### config.mk
export PLATFORM = sky130hd
export DESIGN_NAME = mem_fill_arbiter
export DESIGN_NICKNAME = d
export VERILOG_FILES = /design/src/rtl/mem_fill_arbiter.sv
export SDC_FILE = /design/constraint.sdc
export NUM_CORES = 1
export LEC_CHECK = 0
export ABC_AREA = 1
export CAP_MARGIN = 20
export CORE_MARGIN = 2
export CORE_UTILIZATION = 30
export DETAILED_ROUTE_END_ITERATION = 8
export GPL_TIMING_DRIVEN = 0
export PLACE_DENSITY_LB_ADDON = 0.3
export RECOVER_POWER = 50
export SETUP_SLACK_MARGIN = 0.4
export SLEW_MARGIN = 20
export SYNTH_ARGS = -nofsm -noshare
export SYNTH_HDL_FRONTEND = slang
export SYNTH_SLANG_ARGS = --single-unit
### constraint.sdc
create_clock -name clk -period 1.4 [get_ports clk]
set_input_delay 0.14 -clock clk [delete_from_list [all_inputs] [get_ports clk]]
set_output_delay 0.14 -clock clk [all_outputs]
set_load 0.05 [all_outputs]
### src/rtl/mem_fill_arbiter.sv
`default_nettype none
// ============================================================================
// Module      : mem_fill_arbiter
// Description : Arbitrates the single-ported, pipelined main memory between
//               write-through stores, D-cache block fills and I-cache block
//               fills. Each fill issues BLK_WORDS back-to-back reads and
//               streams the returned words into the requesting cache with a
//               word index, pulsing a done strobe alongside the last word.
// Ports       :
//   clk, rst                      clock (rising edge), async active-low reset
//   icache_miss / icache_addr     I-cache miss request, held until fill_done_i
//   dcache_miss / dcache_addr     D-cache miss request, held until fill_done_d
//   st_req / st_addr / st_data    store request, held until st_ack
//   st_ack                        one-cycle pulse when the store hits memory
//   mem_en/mem_wr/mem_addr/mem_din  memory command (registered)
//   mem_dout / mem_dvalid         memory read return
//   fill_data / fill_word         returned word and its index in the block
//   fill_we_i / fill_we_d         data-array write strobes
//   fill_done_i / fill_done_d     last-word strobes (tag/valid write)
//   busy                          arbiter not idle
// Revision    : 1.0 - initial release
// ============================================================================
module mem_fill_arbiter #(
    parameter int ADDR_W    = 16,
    parameter int DATA_W    = 16,
    parameter int BLK_WORDS = 8,
    parameter int MEM_LAT   = 4
) (
    input  logic                         clk,
    input  logic                         rst,
    input  logic                         icache_miss,
    input  logic [ADDR_W-1:0]            icache_addr,
    input  logic                         dcache_miss,
    input  logic [ADDR_W-1:0]            dcache_addr,
    input  logic                         st_req,
    input  logic [ADDR_W-1:0]            st_addr,
    input  logic [DATA_W-1:0]            st_data,
    output logic                         st_ack,
    output logic                         mem_en,
    output logic                         mem_wr,
    output logic [ADDR_W-1:0]            mem_addr,
    output logic [DATA_W-1:0]            mem_din,
    input  logic [DATA_W-1:0]            mem_dout,
    input  logic                         mem_dvalid,
    output logic [DATA_W-1:0]            fill_data,
    output logic [$clog2(BLK_WORDS)-1:0] fill_word,
    output logic                         fill_we_i,
    output logic                         fill_we_d,
    output logic                         fill_done_i,
    output logic                         fill_done_d,
    output logic                         busy
);

    localparam int c_word_w = $clog2(BLK_WORDS);
    localparam int c_cnt_w  = c_word_w + 1;
    // Byte-offset bits of a block (block = 2*BLK_WORDS bytes).
    localparam logic [ADDR_W-1:0] c_off_mask = ADDR_W'(2 * BLK_WORDS - 1);
    localparam logic [c_cnt_w-1:0] c_blk_words = c_cnt_w'(BLK_WORDS);
    localparam logic [c_cnt_w-1:0] c_last_word = c_cnt_w'(BLK_WORDS - 1);
    localparam logic [c_cnt_w-1:0] c_cnt_one   = c_cnt_w'(1);

    // Elaboration-time sanity checks on the parameter set.
    generate
        if (BLK_WORDS < 2 || (BLK_WORDS & (BLK_WORDS - 1)) != 0) begin : g_bad_blk
            $error("BLK_WORDS must be a power of two >= 2");
        end
        if (MEM_LAT < 1) begin : g_bad_lat
            $error("MEM_LAT must be >= 1");
        end
    endgenerate

    typedef enum logic [1:0] {
        IDLE   = 2'd0,
        STORE  = 2'd1,
        FILL_I = 2'd2,
        FILL_D = 2'd3
    } state_t;

    state_t               r_state;
    logic [c_cnt_w-1:0]   r_issue_cnt;
    logic [c_cnt_w-1:0]   r_ret_cnt;
    logic [ADDR_W-1:0]    r_base;

    logic                 w_in_fill;
    logic                 w_last;
    logic                 w_issue_more;
    logic [ADDR_W-1:0]    w_miss_blk;
    logic [ADDR_W-1:0]    w_next_addr;

    assign w_in_fill    = (r_state == FILL_I) || (r_state == FILL_D);
    assign w_last       = (r_ret_cnt == c_last_word);
    assign w_issue_more = (r_issue_cnt < c_blk_words);
    // D-miss wins over I-miss, so the block address follows the same choice.
    assign w_miss_blk   = (dcache_miss ? dcache_addr : icache_addr) & ~c_off_mask;
    assign w_next_addr  = r_base + ADDR_W'({r_issue_cnt, 1'b0});

    // Return path is combinational: a word is written the same cycle the
    // memory presents it. Returns outside a fill (e.g. reads left in flight
    // by a reset) are dropped here.
    assign fill_we_i   = (r_state == FILL_I) && mem_dvalid;
    assign fill_we_d   = (r_state == FILL_D) && mem_dvalid;
    assign fill_done_i = fill_we_i && w_last;
    assign fill_done_d = fill_we_d && w_last;
    assign fill_word   = r_ret_cnt[c_word_w-1:0];
    assign fill_data   = w_in_fill ? mem_dout : '0;

    always_ff @(posedge clk or negedge rst) begin
        if (!rst) begin
            r_state     <= IDLE;
            r_issue_cnt <= '0;
            r_ret_cnt   <= '0;
            r_base      <= '0;
            st_ack      <= 1'b0;
            mem_en      <= 1'b0;
            mem_wr      <= 1'b0;
            mem_addr    <= '0;
            mem_din     <= '0;
            busy        <= 1'b0;
        end else begin
            // Memory command is a one-cycle registered strobe by default.
            st_ack   <= 1'b0;
            mem_en   <= 1'b0;
            mem_wr   <= 1'b0;
            mem_addr <= '0;
            mem_din  <= '0;

            case (r_state)
                IDLE: begin
                    if (st_req) begin
                        r_state  <= STORE;
                        busy     <= 1'b1;
                        st_ack   <= 1'b1;
                        mem_en   <= 1'b1;
                        mem_wr   <= 1'b1;
                        mem_addr <= st_addr;
                        mem_din  <= st_data;
                    end else if (dcache_miss || icache_miss) begin
                        r_state     <= dcache_miss ? FILL_D : FILL_I;
                        busy        <= 1'b1;
                        r_base      <= w_miss_blk;
                        r_ret_cnt   <= '0;
                        // The first read leaves with the grant, so the issue
                        // counter already accounts for it on fill entry.
                        mem_en      <= 1'b1;
                        mem_addr    <= w_miss_blk;
                        r_issue_cnt <= c_cnt_one;
                    end
                end

                STORE: begin
                    r_state <= IDLE;
                    busy    <= 1'b0;
                end

                FILL_I, FILL_D: begin
                    if (w_issue_more) begin
                        mem_en      <= 1'b1;
                        mem_addr    <= w_next_addr;
                        r_issue_cnt <= r_issue_cnt + c_cnt_one;
                    end
                    // Completion is driven purely by returns, so a dropped
                    // request still drains every read already in flight.
                    if (mem_dvalid) begin
                        if (w_last) begin
                            r_state     <= IDLE;
                            busy        <= 1'b0;
                            r_ret_cnt   <= '0;
                            r_issue_cnt <= '0;
                        end else begin
                            r_ret_cnt <= r_ret_cnt + c_cnt_one;
                        end
                    end
                end

                default: begin
                    r_state <= IDLE;
                    busy    <= 1'b0;
                end
            endcase
        end
    end

endmodule
`default_nettype wire

==> results of run 1 <==
## layout make-up
class                      count  area (um^2)
clock inverter                 7         71.3
timing repair buffer         168         1850
clock buffer                   9          124
multi-input combinational    211         1550
inverter                      41          243
tap                          108          135
fill                         682         3030
buffer                        17          206
sequential                    57         1430
## registers in the layout, indices dropped and copies added, names as in the netlist
name	cells
mem_din	16
busy	1
mem_en	1
r_base	12
mem_wr	1
r_state	2
r_issue_cnt	4
r_ret_cnt	4
mem_addr	16
## metal layers
layer | global-route usage, % | up-vias | share of wire, %
met5 | 0 | - | 0
met4 | 5.34 | 0 | 1.2
met3 | 6.80 | 9 | 8.6
met2 | 31.6 | 103 | 53
met1 | 19.5 | 1295 | 37
li1 | - | 1372 | -
## power groups by stage
stage | registers (mW) | logic [mW] | clock network (mW)
after global placement | 2.53 | 5.17 | 0
after CTS | 2.54 | 6.81 | 1.55
after floorplan | 3.36 | 2.84 | 0
after global routing | 2.59 | 7.67 | 1.64
after detailed placement | 2.55 | 5.24 | 0
final | 2.54 | 7.21 | 1.52
## cells by family (layout without fill, tap and decap cells)
| logic type | count (synthesis) | count (layout) | synth area share (%) |
|---|---|---|---|
| flip-flops | 57 | 57 | 54.0 |
| adder cells (fa/ha/maj) | 3 | 3 | 1.42 |
| AO/OA/AOI/OAI | 44 | 44 | 9.75 |
| XOR/XNOR | 1 | 1 | 0.331 |
| buffers and inverters | 58 | 242 | 9.80 |
| AND/OR/NAND/NOR | 163 | 163 | 24.8 |
## critical path: stages (launching register included)
cell,delay [ps]
dfrtp_1,380
buf_8,160
clkbuf_16,170
nand2_4,70
clkinvlp_4,80
buf_8,150
## repair_timing
action	4_1_cts	5_1_grt
setup endpoints to repair	109	162
gates cloned	5	0
buffers inserted	23	4
hold buffers	1	0
pin swaps	18	15
gates resized for setup	521	46
endpoints found under the hold margin	57	0
## final timing paths
kind	slack, ps	depth (start not counted)	end	from
max	-90	5	fill_data[2]	r_state[1]$_DFFE_PN0P_
min	220	3	r_state[0]$_DFFE_PN0P_	st_req
max reg2reg	-50	8	mem_addr[4]$_DFF_PN0_	r_state[1]$_DFFE_PN0P_
min reg2reg	490	2	r_base[12]$_DFFE_PN0P_	r_base[12]$_DFFE_PN0P_
max in group asynchronous	400	2	r_state[0]$_DFFE_PN0P_	rst
min in group asynchronous	430	2	mem_din[3]$_DFF_PN0_	rst
## cells in the final DEF, fill, tap and decap left out, types with 3 or more instances in the layout
| cell type | synthesis | routed |
|---|---|---|
| buf_12 | 0 | 6 |
| buf_16 | 0 | 3 |
| buf_2 | 6 | 3 |
| buf_4 | 5 | 12 |
| buf_6 | 2 | 66 |
| buf_8 | 0 | 9 |
| clkbuf_16 | 0 | 3 |
| clkbuf_2 | 0 | 4 |
| clkbuf_8 | 0 | 9 |
| clkdlybuf4s50_1 | 0 | 74 |
| clkinv_2 | 0 | 3 |
| clkinvlp_4 | 0 | 19 |
| dfrtp_1 | 57 | 52 |
| dfrtp_2 | 0 | 5 |
| inv_1 | 36 | 18 |
| inv_8 | 0 | 3 |
| nand2_1 | 121 | 85 |
| nand2_2 | 2 | 6 |
| nand2_4 | 0 | 28 |
| nand2_8 | 0 | 4 |
| nand3_1 | 6 | 5 |
| nor2_1 | 26 | 3 |
| nor2_4 | 2 | 25 |
| o211ai_1 | 12 | 12 |
| o21ai_0 | 25 | 3 |
| o21ai_1 | 1 | 5 |
| o21ai_2 | 0 | 18 |
==> results_dict.tcl, run 1 <==
set metrics [dict create \
    grt_max_degree 58 \
    syn_nets 415 \
    dieHeight_um 97.9 \
    cts.path.max_buffers 2 \
    via_count 2779 \
    wirelength_mm 8.28 \
    synth_edf_count 0 \
    status "complete, but fails checks" \
    cts_root_buffer "clkbuf_8" \
    hold_viol 0 \
    clock-sinks 57 \
    power.density_nw_per_um2 2010 \
    fp-row-count 34 \
    grt.total_usage_pct 17.7 \
    io_pins 145 \
    die_area_um2 9580 \
    diodes 0 \
    fin_ws_ps -90.5 \
    synth-seq-cells 57 \
    ctsHtreeMaxLevel 3 \
    p_switching_mw 5.14 \
    drive_gt1_share_pct 47.3 \
    dp_hpwl_mm 5.60 \
    grt_pass1_vias 2925 \
    fin_tns_setup_ps -1420 \
    final_area_um2 5610 \
    fmax_mhz 671 \
    ir_drop_mv 1.10 \
    chipWidth_um 97.9 \
    cts_buffers 9 \
    drt_iter0_drc 85 \
    syn_area_um2 2640 \
    p_leak_nw 2.60 \
    grt_pass1_wl_mm 13.6 \
    place_congestion 0.818 \
    via_per_inst 4.50 \
    power_frac_seq_pct 22.5 \
    clkLatencyLatePin_ps 340 \
    synth_common_cells "121 x nand2_1, 57 x dfrtp_1, 36 x inv_1" \
    yosys_warnings 0 \
    grt.overflow.total 0 \
    worst_pin_slew_ps 778 \
    min_path_type "input pin to flop" \
    p_total_mw 11.3 \
    internal-power_mw 6.13 \
    synth_top_area_cell "dfrtp_1" \
    p_comb_share_pct 64.0 \
    cp.required_ps 1260 \
    worstPathMaxFanout 8 \
    synth_cells 326 \
    timing.final.crit_period_ps 1490 \
    fin_util_pct 64.9 \
    violations "setup timing" \
    async_flop_share_pct 100 \
    drv_slew 0 \
    synth_area_leaders "dfrtp_1 54%, nand2_1 17%, inv_1 5.1%" \
    dr.pass1.iters 4 \
    drc 0 \
    synthFlopType "dfrtp_1" \
    finalSetupViolations 28 \
    wl_per_cell_um 13.4 \
    finalCritPeriodShare_pct 106 \
    final_cells 618 \
    antenna_found_initial 0 \
    crit_path_end_kind "output pin" \
    cts_tree "done" \
    rsz0062_at_grt "yes" \
    postRouteAntennaNets 0 \
    core_um2 8640 \
    yosysMostFrequentCell "nand2_1" \
    yosysUniqueCellTypes 26 \
    swShare_pct 45.6 \
    dp_cells 569 \
    worstSetupPathType "flop to output pin" \
    clkPwrFrac_pct 13.5 \
    syn-mean-instance-area_um2 8.11 \
    nNetsFinal 594 \
    finClkSkew_ps 13.8 \
    synth_top_area_share_pct 54.0 \
    cts.clk_slew.worst_paths_ps 60 \
    setup.worst_path.start_class "flop" \
    finalHoldWorstSlack_ps 216 \
    portBuffers 135 \
    arrival_ps 1350 \
    postPlaceCellArea_um2 4460 \
    place_ws_ps -678 \
    ys_seq_area_share_pct 54.0 \
    area_growth_pct 112 \
    relSlewSlack_pct 48.1 \
    start_util_pct 30.6 \
    drv_cap 0 \
]
Note: power is estimated with default switching activity, not from simulation.
==> inputs of run 2 (changes only) <==
--- a/config.mk
+++ b/config.mk
@@ -6,7 +6,6 @@
 export NUM_CORES = 1
 export LEC_CHECK = 0
 export ABC_AREA = 1
-export CAP_MARGIN = 20
 export CORE_MARGIN = 2
 export CORE_UTILIZATION = 30
 export DETAILED_ROUTE_END_ITERATION = 8
==> results of run 2 <==
No change in the layout: final DEF, timing and power equal those of run 1.
==> inputs of run 3 (changes only) <==
==> constraint.sdc (replaced) <==
create_clock -name clk -period 1.6 [get_ports clk]
set_input_delay 0.16 -clock clk [delete_from_list [all_inputs] [get_ports clk]]
set_output_delay 0.16 -clock clk [all_outputs]
set_load 0.05 [all_outputs]
==> results_dict.tcl, run 3 (synthesis results as in run 1) <==
set metrics [dict create \
    cts.clk_slew.worst_paths_ps 60 \
    final_cells 622 \
    chipWidth_um 97.9 \
    via_per_inst 4.47 \
    area_growth_pct 93.8 \
    fin_tns_setup_ps 0 \
    clock-sinks 57 \
    grt.total_usage_pct 17.5 \
    slowest_delay_ps 370 \
    finalCritPeriodShare_pct 92.2 \
    finClkSkew_ps 5.64 \
    drv_cap 0 \
    cp.required_ps 1440 \
    worst_pin_slew_ps 771 \
    fp-row-count 34 \
    worstSetupPathType "flop to output pin" \
    status "finished clean" \
    multiInputGateArea_um2 1410 \
    fin_ws_ps 125 \
    worstPathMaxFanout 7 \
    reg_top3 "mem_addr x16, mem_din x16, r_base x12" \
    grt_pass1_wl_mm 13.4 \
    portBuffers 135 \
    timing.final.crit_period_ps 1470 \
    nNetsFinal 598 \
    io_pins 145 \
    mostFrequentLayoutCells "93 x nand2_1, 74 x clkdlybuf4s50_1, 53 x dfrtp_1" \
    crit_path_end_kind "output pin" \
    grt_max_degree 58 \
    dp_cells 569 \
    drt_iter0_drc 67 \
    p_leak_nw 2.51 \
    place_ws_ps -715 \
    dieHeight_um 97.9 \
    clkLatencyLatePin_ps 330 \
    reg2reg_from "r_state[1]$_DFFE_PN0P_" \
    wirelength_mm 8.21 \
    cts_buffers 9 \
    ir_drop_mv 0.771 \
    diodes 0 \
    min_path_type "input pin to flop" \
    grt.overflow.total 0 \
    setup.worst_path.start_class "flop" \
    dr.max_layer_used "met4" \
    start_util_pct 30.6 \
    relSlewSlack_pct 48.6 \
    arrival_ps 1310 \
    wl_met2_mm 4.12 \
    dr.pass1.iters 4 \
    hold_viol 0 \
    core_um2 8640 \
    die_area_um2 9580 \
    cts_root_buffer "clkbuf_8" \
    min_from "st_req" \
    path_cells "buf_6 > clkbuf_16 > nand2_4 > clkinvlp_4 > buf_8" \
    grt_pass1_vias 2881 \
    drv_slew 0 \
    via_count 2779 \
    wl_per_cell_um 13.2 \
    antenna_found_initial 0 \
    rsz0062_at_grt "yes" \
    postRouteAntennaNets 0 \
    cts.path.max_buffers 2 \
    ctsHtreeMaxLevel 3 \
    fmax_mhz 678 \
    drc 0 \
    finalSetupViolations 0 \
    wl_met3_um 657 \
    crit_start "r_state[1]$_DFFE_PN0P_" \
    num-fill-cells 752 \
    regArea_um2 1430 \
    slowest_stage "dfrtp_1" \
    drive_gt1_share_pct 37.9 \
    layout_commonest_cell "nand2_1" \
    wl_met1_mm 3.24 \
    power.density_nw_per_um2 1790 \
    dp_hpwl_mm 5.48 \
    place_congestion 0.772 \
    cts_tree "done" \
]
run 3: changes by cell type in the layout (fill, tap and decap cells not counted), moves of 4 or more:
cell,change
inv_1,+7
nand2_1,+8
buf_2,+6
nor2_2,+5
clkbuf_1,+29
nor2_4,-9
buf_4,+7
nor2_1,+4
clkbuf_2,-4
inv_2,+6
nand2_4,-8
clkinvlp_4,-16
buf_12,-4
buf_6,-29
run 3: repair_timing:
item	CTS	global route
hold buffers	1	0
pin swaps	7	7
setup buffers	26	5
resized for setup	423	124
endpoints found under the hold margin	57	0
cloned	3	2
setup endpoints to repair	105	90
run 3: power breakdown:
part	switching [mW]	internal (mW)	leakage, nW
clock network	0.573	0.749	0.102
logic	3.43	2.25	1.68
registers	0.231	1.94	0.732
total	4.23	4.94	2.51
run 3: worst paths after layout:
check,end,slack [ps],cells past startpoint
min in group asynchronous,mem_din[9]$_DFF_PN0_,460,2
worst min register to register,busy$_DFFE_PN0P_,490,2
worst max register to register,mem_addr[11]$_DFF_PN0_,190,7
max in group asynchronous,r_ret_cnt[1]$_DFFE_PN0P_,580,2
worst min-delay path,r_state[0]$_DFFE_PN0P_,240,3
worst max-delay path,fill_data[0],130,5
run 3: metrics by stage:
step / util (%) / hold WS (ps) / instance area [um^2] / power [mW]
global route: 59.3 / 261 / 5120 / 9.78
floorplan: - / -136 / 2710 / 4.98
CTS: 55.8 / 239 / 4810 / 8.48
detailed placement: 48.6 / 272 / 4200 / 6.36
finish: 59.3 / 236 / 5120 / 9.17
global placement: 48.6 / 469 / 4200 / 6.28
run 3: layout make-up:
| class | count | area share (%) |
|---|---|---|
| buffer | 17 | 3.42 |
| clock buffer | 10 | 2.69 |
| clock inverter | 6 | 1.12 |
| inverter | 41 | 3.76 |
| multi-input combinational | 211 | 27.6 |
| sequential | 57 | 27.9 |
| tap | 108 | 2.64 |
| timing repair buffer | 172 | 30.9 |
run 3: routing by layer:
metal | up-vias | track usage (%)
met1 | 1277 | 20.2
met2 | 102 | 29.6
met4 | 0 | 7.16
li1 | 1386 | -
met5 | - | 0
met3 | 14 | 5.94
run 3: worst max-delay path: cells and delay by family (launching register included):
kind	cells	cell delay, ps
buffers and inverters	4	550
DFF	1	370
and+or+nand+nor	1	70
